### config.mk
export PLATFORM = sky130hd
export DESIGN_NAME = rom_axi_rd_slave_flat
export DESIGN_NICKNAME = d
export VERILOG_FILES = /design/src/rtl/rom_axi_rd_slave_if.sv /design/src/rtl/rom_axi_rd_slave.sv /design/src/flat_wrapper.sv
export SDC_FILE = /design/constraint.sdc
export NUM_CORES = 1
export LEC_CHECK = 0
export CORE_MARGIN = 8
export CORE_UTILIZATION = 45
export DETAILED_ROUTE_END_ITERATION = 8
export HOLD_SLACK_MARGIN = 0.05
export PLACE_DENSITY = 0.83
export SLEW_MARGIN = 10
export SYNTH_ARGS = -nofsm -noshare
export SYNTH_HDL_FRONTEND = slang
export SYNTH_SLANG_ARGS = --single-unit
export TNS_END_PERCENT = 50
### constraint.sdc
create_clock -name ACLK -period 2.6 [get_ports ACLK]
set_input_delay 0.26 -clock ACLK [delete_from_list [all_inputs] [get_ports ACLK]]
set_output_delay 0.26 -clock ACLK [all_outputs]
set_load 0.01 [all_outputs]
### src/rtl/rom_axi_rd_slave_if.sv
//------------------------------------------------------------------------------
// Module     : rom_axi_rd_slave_if
// Description: AXI4 read-address / read-data channel bundle between an AXI
//              master (the interconnect) and the rom_axi_rd_slave bridge.
//              Signals: ARID_S, ARADDR_S, ARLEN_S, ARSIZE_S, ARBURST_S,
//              ARVALID_S, ARREADY_S, RID_S, RDATA_S, RRESP_S, RLAST_S,
//              RVALID_S, RREADY_S.
//              Modports: master (drives AR channel and RREADY_S),
//                        slave  (drives ARREADY_S and the R channel).
// Revision   : 1.0 - initial release
//------------------------------------------------------------------------------
`default_nettype none

`ifndef AXI_IDS_BITS
`define AXI_IDS_BITS 4
`endif
`ifndef AXI_ADDR_BITS
`define AXI_ADDR_BITS 32
`endif
`ifndef AXI_LEN_BITS
`define AXI_LEN_BITS 4
`endif
`ifndef AXI_SIZE_BITS
`define AXI_SIZE_BITS 3
`endif

interface rom_axi_rd_slave_if #(
    parameter int ID_W = `AXI_IDS_BITS
);
    logic [ID_W-1:0]            ARID_S;
    logic [`AXI_ADDR_BITS-1:0]  ARADDR_S;
    logic [`AXI_LEN_BITS-1:0]   ARLEN_S;
    logic [`AXI_SIZE_BITS-1:0]  ARSIZE_S;
    logic [1:0]                 ARBURST_S;
    logic                       ARVALID_S;
    logic                       ARREADY_S;
    logic [ID_W-1:0]            RID_S;
    logic [31:0]                RDATA_S;
    logic [1:0]                 RRESP_S;
    logic                       RLAST_S;
    logic                       RVALID_S;
    logic                       RREADY_S;

    modport master (
        output ARID_S, ARADDR_S, ARLEN_S, ARSIZE_S, ARBURST_S, ARVALID_S, RREADY_S,
        input  ARREADY_S, RID_S, RDATA_S, RRESP_S, RLAST_S, RVALID_S
    );

    modport slave (
        input  ARID_S, ARADDR_S, ARLEN_S, ARSIZE_S, ARBURST_S, ARVALID_S, RREADY_S,
        output ARREADY_S, RID_S, RDATA_S, RRESP_S, RLAST_S, RVALID_S
    );
endinterface

`default_nettype wire

### src/rtl/rom_axi_rd_slave.sv
//------------------------------------------------------------------------------
// Module     : rom_axi_rd_slave
// Description: AXI4 read-only slave bridging the interconnect slave port to a
//              synchronous boot ROM. Supports FIXED/INCR (and, when the macro
//              ROM_WRAP_EN is defined, WRAP) bursts of up to 16 beats, a
//              configurable ROM access latency, per-beat SLVERR/DECERR and
//              full RREADY back-pressure. One transaction at a time.
// Ports      : ACLK        - clock
//              ARESETn     - asynchronous active-low reset
//              axi         - AR/R channels (rom_axi_rd_slave_if.slave)
//              ROM_enable  - ROM chip enable
//              ROM_read    - ROM read strobe
//              ROM_address - ROM word address
//              ROM_out     - ROM read data
// Config     : `ROM_WRAP_EN - enables WRAP bursts with LEN in {1,3,7,15};
//              when undefined every WRAP burst returns SLVERR.
// Revision   : 1.0 - initial release
//------------------------------------------------------------------------------
`default_nettype none

`ifndef AXI_IDS_BITS
`define AXI_IDS_BITS 4
`endif
`ifndef AXI_ADDR_BITS
`define AXI_ADDR_BITS 32
`endif
`ifndef AXI_LEN_BITS
`define AXI_LEN_BITS 4
`endif
`ifndef AXI_SIZE_BITS
`define AXI_SIZE_BITS 3
`endif

module rom_axi_rd_slave #(
    parameter int ADDR_W  = 12,
    parameter int ROM_LAT = 1,
    parameter int ID_W    = `AXI_IDS_BITS
) (
    input  logic               ACLK,
    input  logic               ARESETn,
    rom_axi_rd_slave_if.slave  axi,
    output logic               ROM_enable,
    output logic               ROM_read,
    output logic [ADDR_W-1:0]  ROM_address,
    input  logic [31:0]        ROM_out
);

    localparam int c_LEN_W = `AXI_LEN_BITS;
    localparam int c_LAT_W = $clog2(ROM_LAT + 1);

    localparam logic [1:0] c_IDLE   = 2'd0;
    localparam logic [1:0] c_ACCESS = 2'd1;
    localparam logic [1:0] c_DATA   = 2'd2;
    localparam logic [1:0] c_ERR    = 2'd3;

    localparam logic [1:0] c_FIXED  = 2'd0;
    localparam logic [1:0] c_INCR   = 2'd1;
    localparam logic [1:0] c_WRAP   = 2'd2;

    logic [1:0]          r_state;
    logic [ID_W-1:0]     r_rid;
    logic [ADDR_W-1:0]   r_addr;
    logic [c_LEN_W-1:0]  r_len;
    logic [1:0]          r_burst;
    logic [c_LEN_W-1:0]  r_beat;
    logic [c_LAT_W-1:0]  r_lat;
    logic                r_arready;
    logic                r_rvalid;
    logic                r_rlast;
    logic [31:0]         r_rdata;
    logic [1:0]          r_rresp;
    logic                r_rom_en;
    logic [ADDR_W-1:0]   r_rom_addr;

    logic [ADDR_W-1:0]   w_ar_word;
    logic                w_wrap_ok;
    logic                w_slverr;
    logic                w_decerr;
    logic [ADDR_W-1:0]   w_next_addr;
    logic                w_unused;

    assign w_ar_word = axi.ARADDR_S[ADDR_W+1:2];
    assign w_unused  = ^axi.ARADDR_S[1:0];

`ifdef ROM_WRAP_EN
    // Only power-of-two burst lengths keep the wrap boundary aligned.
    assign w_wrap_ok = (axi.ARLEN_S == c_LEN_W'(1)) || (axi.ARLEN_S == c_LEN_W'(3)) ||
                       (axi.ARLEN_S == c_LEN_W'(7)) || (axi.ARLEN_S == c_LEN_W'(15));
`else
    assign w_wrap_ok = 1'b0;
`endif

    assign w_slverr = (axi.ARSIZE_S != `AXI_SIZE_BITS'(2)) || (axi.ARBURST_S == 2'd3) ||
                      ((axi.ARBURST_S == c_WRAP) && !w_wrap_ok);
    assign w_decerr = |axi.ARADDR_S[`AXI_ADDR_BITS-1:ADDR_W+2];

    always_comb begin
        w_next_addr = r_addr;
        case (r_burst)
            c_FIXED: w_next_addr = r_addr;
            c_INCR:  w_next_addr = r_addr + ADDR_W'(1);
`ifdef ROM_WRAP_EN
            // LEN is 2^k-1, so it doubles as the mask of the wrapping bits.
            c_WRAP:  w_next_addr = (r_addr & ~ADDR_W'(r_len)) |
                                   ((r_addr + ADDR_W'(1)) & ADDR_W'(r_len));
`endif
            default: w_next_addr = r_addr;
        endcase
    end

    always_ff @(posedge ACLK or negedge ARESETn) begin
        if (!ARESETn) begin
            r_state    <= c_IDLE;
            r_rid      <= '0;
            r_addr     <= '0;
            r_len      <= '0;
            r_burst    <= '0;
            r_beat     <= '0;
            r_lat      <= '0;
            r_arready  <= 1'b0;
            r_rvalid   <= 1'b0;
            r_rlast    <= 1'b0;
            r_rdata    <= '0;
            r_rresp    <= '0;
            r_rom_en   <= 1'b0;
            r_rom_addr <= '0;
        end else begin
            case (r_state)
                c_IDLE: begin
                    r_arready <= 1'b1;
                    if (axi.ARVALID_S && r_arready) begin
                        r_arready <= 1'b0;
                        r_rid     <= axi.ARID_S;
                        r_addr    <= w_ar_word;
                        r_len     <= axi.ARLEN_S;
                        r_burst   <= axi.ARBURST_S;
                        r_beat    <= '0;
                        if (w_slverr || w_decerr) begin
                            // Protocol errors take priority over address decode.
                            r_state  <= c_ERR;
                            r_rvalid <= 1'b1;
                            r_rdata  <= '0;
                            r_rresp  <= w_slverr ? 2'd2 : 2'd3;
                            r_rlast  <= (axi.ARLEN_S == '0);
                        end else begin
                            r_state    <= c_ACCESS;
                            r_rresp    <= 2'd0;
                            r_rom_en   <= 1'b1;
                            r_rom_addr <= w_ar_word;
                            r_lat      <= c_LAT_W'(ROM_LAT);
                        end
                    end
                end
                c_ACCESS: begin
                    if (r_lat == c_LAT_W'(1)) begin
                        r_state  <= c_DATA;
                        r_rdata  <= ROM_out;
                        r_rom_en <= 1'b0;
                        r_rvalid <= 1'b1;
                        r_rlast  <= (r_beat == r_len);
                    end else begin
                        r_lat <= r_lat - c_LAT_W'(1);
                    end
                end
                c_DATA: begin
                    if (axi.RREADY_S) begin
                        r_rvalid <= 1'b0;
                        if (r_beat == r_len) begin
                            r_state   <= c_IDLE;
                            r_rlast   <= 1'b0;
                            r_arready <= 1'b1;
                        end else begin
                            r_state    <= c_ACCESS;
                            r_beat     <= r_beat + c_LEN_W'(1);
                            r_addr     <= w_next_addr;
                            r_rom_addr <= w_next_addr;
                            r_rom_en   <= 1'b1;
                            r_lat      <= c_LAT_W'(ROM_LAT);
                        end
                    end
                end
                c_ERR: begin
                    if (axi.RREADY_S) begin
                        if (r_beat == r_len) begin
                            r_state   <= c_IDLE;
                            r_rvalid  <= 1'b0;
                            r_rlast   <= 1'b0;
                            r_arready <= 1'b1;
                        end else begin
                            r_beat  <= r_beat + c_LEN_W'(1);
                            r_rlast <= ((r_beat + c_LEN_W'(1)) == r_len);
                        end
                    end
                end
                default: r_state <= c_IDLE;
            endcase
        end
    end

    assign axi.ARREADY_S = r_arready;
    assign axi.RID_S     = r_rid;
    assign axi.RDATA_S   = r_rdata;
    assign axi.RRESP_S   = r_rresp;
    assign axi.RLAST_S   = r_rlast;
    assign axi.RVALID_S  = r_rvalid;
    assign ROM_enable    = r_rom_en;
    assign ROM_read      = r_rom_en;
    assign ROM_address   = r_rom_addr;

endmodule

`default_nettype wire

### src/flat_wrapper.sv
// flat-port wrapper written by rule: the top's interface ports become plain ports
module rom_axi_rd_slave_flat 
#(
    parameter int ADDR_W  = 12,
    parameter int ROM_LAT = 1,
    parameter int ID_W    = `AXI_IDS_BITS
)
  (ACLK, ARESETn, ROM_enable, ROM_read, ROM_address, ROM_out, axi_ARID_S, axi_ARADDR_S, axi_ARLEN_S, axi_ARSIZE_S, axi_ARBURST_S, axi_ARVALID_S, axi_RREADY_S, axi_ARREADY_S, axi_RID_S, axi_RDATA_S, axi_RRESP_S, axi_RLAST_S, axi_RVALID_S);
  rom_axi_rd_slave_if #(.ID_W(ID_W)) axi_i ();
  input  logic ACLK;
  input  logic ARESETn;
  output logic ROM_enable;
  output logic ROM_read;
  output logic [ADDR_W-1:0] ROM_address;
  input  logic [31:0] ROM_out;
  input wire logic [$bits(axi_i.ARID_S)-1:0] axi_ARID_S;
  input wire logic [$bits(axi_i.ARADDR_S)-1:0] axi_ARADDR_S;
  input wire logic [$bits(axi_i.ARLEN_S)-1:0] axi_ARLEN_S;
  input wire logic [$bits(axi_i.ARSIZE_S)-1:0] axi_ARSIZE_S;
  input wire logic [$bits(axi_i.ARBURST_S)-1:0] axi_ARBURST_S;
  input wire logic [$bits(axi_i.ARVALID_S)-1:0] axi_ARVALID_S;
  input wire logic [$bits(axi_i.RREADY_S)-1:0] axi_RREADY_S;
  output wire logic [$bits(axi_i.ARREADY_S)-1:0] axi_ARREADY_S;
  output wire logic [$bits(axi_i.RID_S)-1:0] axi_RID_S;
  output wire logic [$bits(axi_i.RDATA_S)-1:0] axi_RDATA_S;
  output wire logic [$bits(axi_i.RRESP_S)-1:0] axi_RRESP_S;
  output wire logic [$bits(axi_i.RLAST_S)-1:0] axi_RLAST_S;
  output wire logic [$bits(axi_i.RVALID_S)-1:0] axi_RVALID_S;
  assign axi_i.ARID_S = axi_ARID_S;
  assign axi_i.ARADDR_S = axi_ARADDR_S;
  assign axi_i.ARLEN_S = axi_ARLEN_S;
  assign axi_i.ARSIZE_S = axi_ARSIZE_S;
  assign axi_i.ARBURST_S = axi_ARBURST_S;
  assign axi_i.ARVALID_S = axi_ARVALID_S;
  assign axi_i.RREADY_S = axi_RREADY_S;
  assign axi_ARREADY_S = axi_i.ARREADY_S;
  assign axi_RID_S = axi_i.RID_S;
  assign axi_RDATA_S = axi_i.RDATA_S;
  assign axi_RRESP_S = axi_i.RRESP_S;
  assign axi_RLAST_S = axi_i.RLAST_S;
  assign axi_RVALID_S = axi_i.RVALID_S;
  rom_axi_rd_slave #(.ADDR_W(ADDR_W), .ROM_LAT(ROM_LAT), .ID_W(ID_W)) u_core (.ACLK(ACLK), .ARESETn(ARESETn), .axi(axi_i), .ROM_enable(ROM_enable), .ROM_read(ROM_read), .ROM_address(ROM_address), .ROM_out(ROM_out));
endmodule
==> results.md <==
* Slew Limit Fails at 0
* Tot Pwr at 6.36 mW
* Grt ovf at 0
* Syn_nets at 423
* Routed WL at 10,500 um
* CTS root buf: clkbuf_8
* Worst path bufs/invs at 1
* Floorplan row count at 33
* Core area at 0.00809 sq mm
* Die Y-Extent at 107 um
* Largest stage delay, worst path at 0.57 ns
* Crit. End Element: register
* Die width at 107 um
* N_diodes at 0
* Worst Hold Class: in -> async
* Fillers at 625
* Final setup viols at 0
* Min Tclk post-route at 2.05 ns
* Inserted Clock Buffers at 9
* Crit path kind: in -> reg
* Synthesized instance count at 340
* DP Cell Count at 568
* Largest net degree at the start of global routing at 80
* Syn Area/Cell at 10.9 sq um
* Leakage at 2.37 nW
* Period utilization at 78.7%
* Initial antenna violation count at 0
* WL per Instance at 17.9 um
* Sequential share of the synthesized area at 53.5%
* Required @ worst endpoint at 2.83 ns
* Delay-heaviest family, CP: simple AND/OR/NAND/NOR gates
* Ys flop type: dfrtp_1
* Post-synth EDFFs at 0
* Buffer depth of the longest clock path at 2
* Crit Path Max Fanout at 13
* Vias in the first global route at 3,274
* CTS clk-pin slew, worst paths at 0.08 ns
* GRT Total Usage at 18.5%
* Htree depth at 3
* RSZ-0062 raised after global routing: false
* Clk_skew at 0.0111 ns
* Asr flop ratio synth at 100%
* # DRC at 0
* Setup repair bufs after CTS at 0
* Hold Buf Count CTS at 0
* I/O pin cnt at 136
* Final Non-Filler Cells at 584
* Clk Latency, worst-skew pair at 0.34 ns
* Finished Cell Area at 0.00539 sq mm
* Slew Limit Headroom at 34.8%
* Post_cts resized at 0
* DR vias at 3,162
* Post-place instance area at 0.00515 sq mm
* Maximum operating frequency at 489 MHz
* Setup_tns at 0 ns
* Status: completed
* CP cell instances: clkdlybuf4s50_1, or4b_4, and3b_1, nand2_1, a21o_4, mux2_4
* Total of max-cap violations at 0
* Synthesis-stage register bit count at 79
* Initial core utilization at 45.6%
* # clock sinks at 79
* Share of layout cells above drive strength 1 at 11.3%
* DRT iter0 DRCs at 121
* Synth cell types at 48
* IO buf count at 133
* Max VDD drop at 565 uV
* Area Growth Syn to Fin at 46.0%
* Routability congestion estimate at 0.848
* Worst-Margin Slew at 0.978 ns
* Final hold violations at 0
* Fin nets at 557
* Ys Warns at 0
* CP max stage cell: or4b_4
* Via-per-instance ratio at 5.41
* Die footprint at 0.0114 sq mm
* Final ANT Viol Nets at 0
* Synth Cell Area at 0.00369 sq mm
* HPWL after detailed placement at 7800 um
* Arrival time worst endpoint at 2.27 ns
* Startpoint types: input pin
* CTS tree: yes
* TritonRoute pass-1 iters at 4
* PD cells at 1180 mW/mm^2
* First-pass GRT wire length at 17,000 um
-- flip-flops by register name, summed over array words and instances (netlist names) --
register and count:
u_core.axi.RDATA_S 32, u_core.ROM_address 12, u_core.r_addr 12, u_core.axi.RID_S 4, u_core.r_beat 4, u_core.r_len 4, u_core.axi.RRESP_S 2, u_core.r_burst 2
u_core.r_state 2, u_core.ROM_enable 1, u_core.axi.ARREADY_S 1, u_core.axi.RLAST_S 1, u_core.axi.RVALID_S 1, u_core.r_lat 1
-- area by class of cell --
| class | instances | area [sq um] | area share (%) |
|---|---|---|---|
| tap | 105 | 131 | 2.44 |
| multi-input combinational | 237 | 1620 | 30.0 |
| inverter | 6 | 22.5 | 0.418 |
| timing repair buffer | 141 | 1400 | 26.0 |
| clock inverter | 7 | 120 | 2.23 |
| clock buffer | 9 | 124 | 2.30 |
| sequential | 79 | 1980 | 36.7 |
-- power breakdown --
| group | switching [mW] | leakage, nW | internal (mW) |
|---|---|---|---|
| Clock | 0.454 | 0.125 | 0.643 |
| Combinational | 1.32 | 1.28 | 1.69 |
| Sequential | 0.454 | 0.968 | 1.79 |
-- final timing paths --
path | startpoint | endpoint | slack, ns | cells after the start
worst min register to register | u_core.axi.RID_S[2]$_DFFE_PN0P_ | u_core.axi.RID_S[2]$_DFFE_PN0P_ | 0.48 | 2
worst min-delay path | ARESETn | u_core.axi.RDATA_S[29]$_DFFE_PN0P_ | 0.05 | 1
worst max-delay path | axi_ARSIZE_S[0] | u_core.ROM_address[9]$_DFFE_PN0P_ | 0.55 | 6
worst max register to register | u_core.r_addr[0]$_DFFE_PN0P_ | u_core.r_addr[10]$_DFFE_PN0P_ | 0.67 | 6
min in group ACLK | axi_ARID_S[2] | u_core.axi.RID_S[2]$_DFFE_PN0P_ | 0.44 | 3
max in group asynchronous | ARESETn | u_core.axi.RID_S[3]$_DFFE_PN0P_ | 1.89 | 1
-- cells in the final DEF, fill, tap and decap left out, types with 2 or more instances in the layout --
cell,instances
o21ai_0,17
nand2b_1,3
dfrtp_1,79
nand3b_1,2
nor4_1,7
mux2i_1,3
and2_1,2
nor2b_1,2
bufinv_16,3
a22o_1,36
buf_4,8
xor2_1,7
clkbuf_8,9
nor3_1,6
mux2_4,9
a21oi_1,9
and3_1,3
clkdlybuf4s50_1,132
ha_1,2
nor2_1,18
nand2_1,57
nand4_1,3
mux2_2,13
nand3_1,3
xnor2_1,10
inv_1,6
a31oi_1,4
clkinv_2,2
-- metrics by stage --
stage / hold WS [ns] / setup slack [ns] / utilization, %
after CTS: 0.101 / 0.571 / 66.6
final: 0.0475 / 0.553 / 66.6
after detailed placement: 0.466 / 0.196 / 63.6
after global placement: 0.458 / 0.220 / 63.6
after floorplan: -0.0356 / 0.603 / -
after global routing: 0.152 / 0.497 / 66.6
-- logic make-up after synthesis --
logic type | share of synthesized area (%)
AO/OA/AOI/OAI | 15.8
XOR/XNOR | 4.03
adder cells (fa/ha/maj) | 0.677
buffers and inverters | 2.88
flip-flops | 53.5
multiplexers | 8.43
AND/OR/NAND/NOR | 14.6
-- routing by layer --
| metal | vias up | share of wire, % | global-route usage (%) |
|---|---|---|---|
| met2 | 142 | 47 | 29.4 |
| met3 | 7 | 7.4 | 4.56 |
| li1 | 1486 | - | - |
| met4 | 0 | 0.78 | 5.73 |
| met1 | 1527 | 45 | 24.3 |
| met5 | - | 0 | 0 |
-- worst register-to-register path, delay by kind of cell (launching register included) --
kind / cells / cell delay, ns
AO/OA/AOI/OAI: 1 / 0.11
XOR/XNOR: 1 / 0.16
AND/OR/NAND/NOR: 2 / 0.61
adder cells (fa/ha/maj): 1 / 0.19
flip-flops: 1 / 0.46
multiplexers: 1 / 0.29
-- synth_stat cells (6+ instances only) --
| cell type | count | area [sq um] |
|---|---|---|
| xor2_1 | 7 | 61.3 |
| mux2_4 | 9 | 135 |
| a21oi_1 | 9 | 45.0 |
| nor3_1 | 6 | 30.0 |
| nand2_1 | 57 | 214 |
| a22o_1 | 36 | 315 |
| nor2_1 | 19 | 71.3 |
| clkbuf_1 | 10 | 37.5 |
| dfrtp_1 | 79 | 1980 |
| nor4_1 | 7 | 43.8 |
| o21ai_0 | 17 | 85.1 |
| mux2_2 | 13 | 146 |
| inv_1 | 6 | 22.5 |
| xnor2_1 | 10 | 87.6 |
Note: power is estimated with default switching activity, not from simulation.
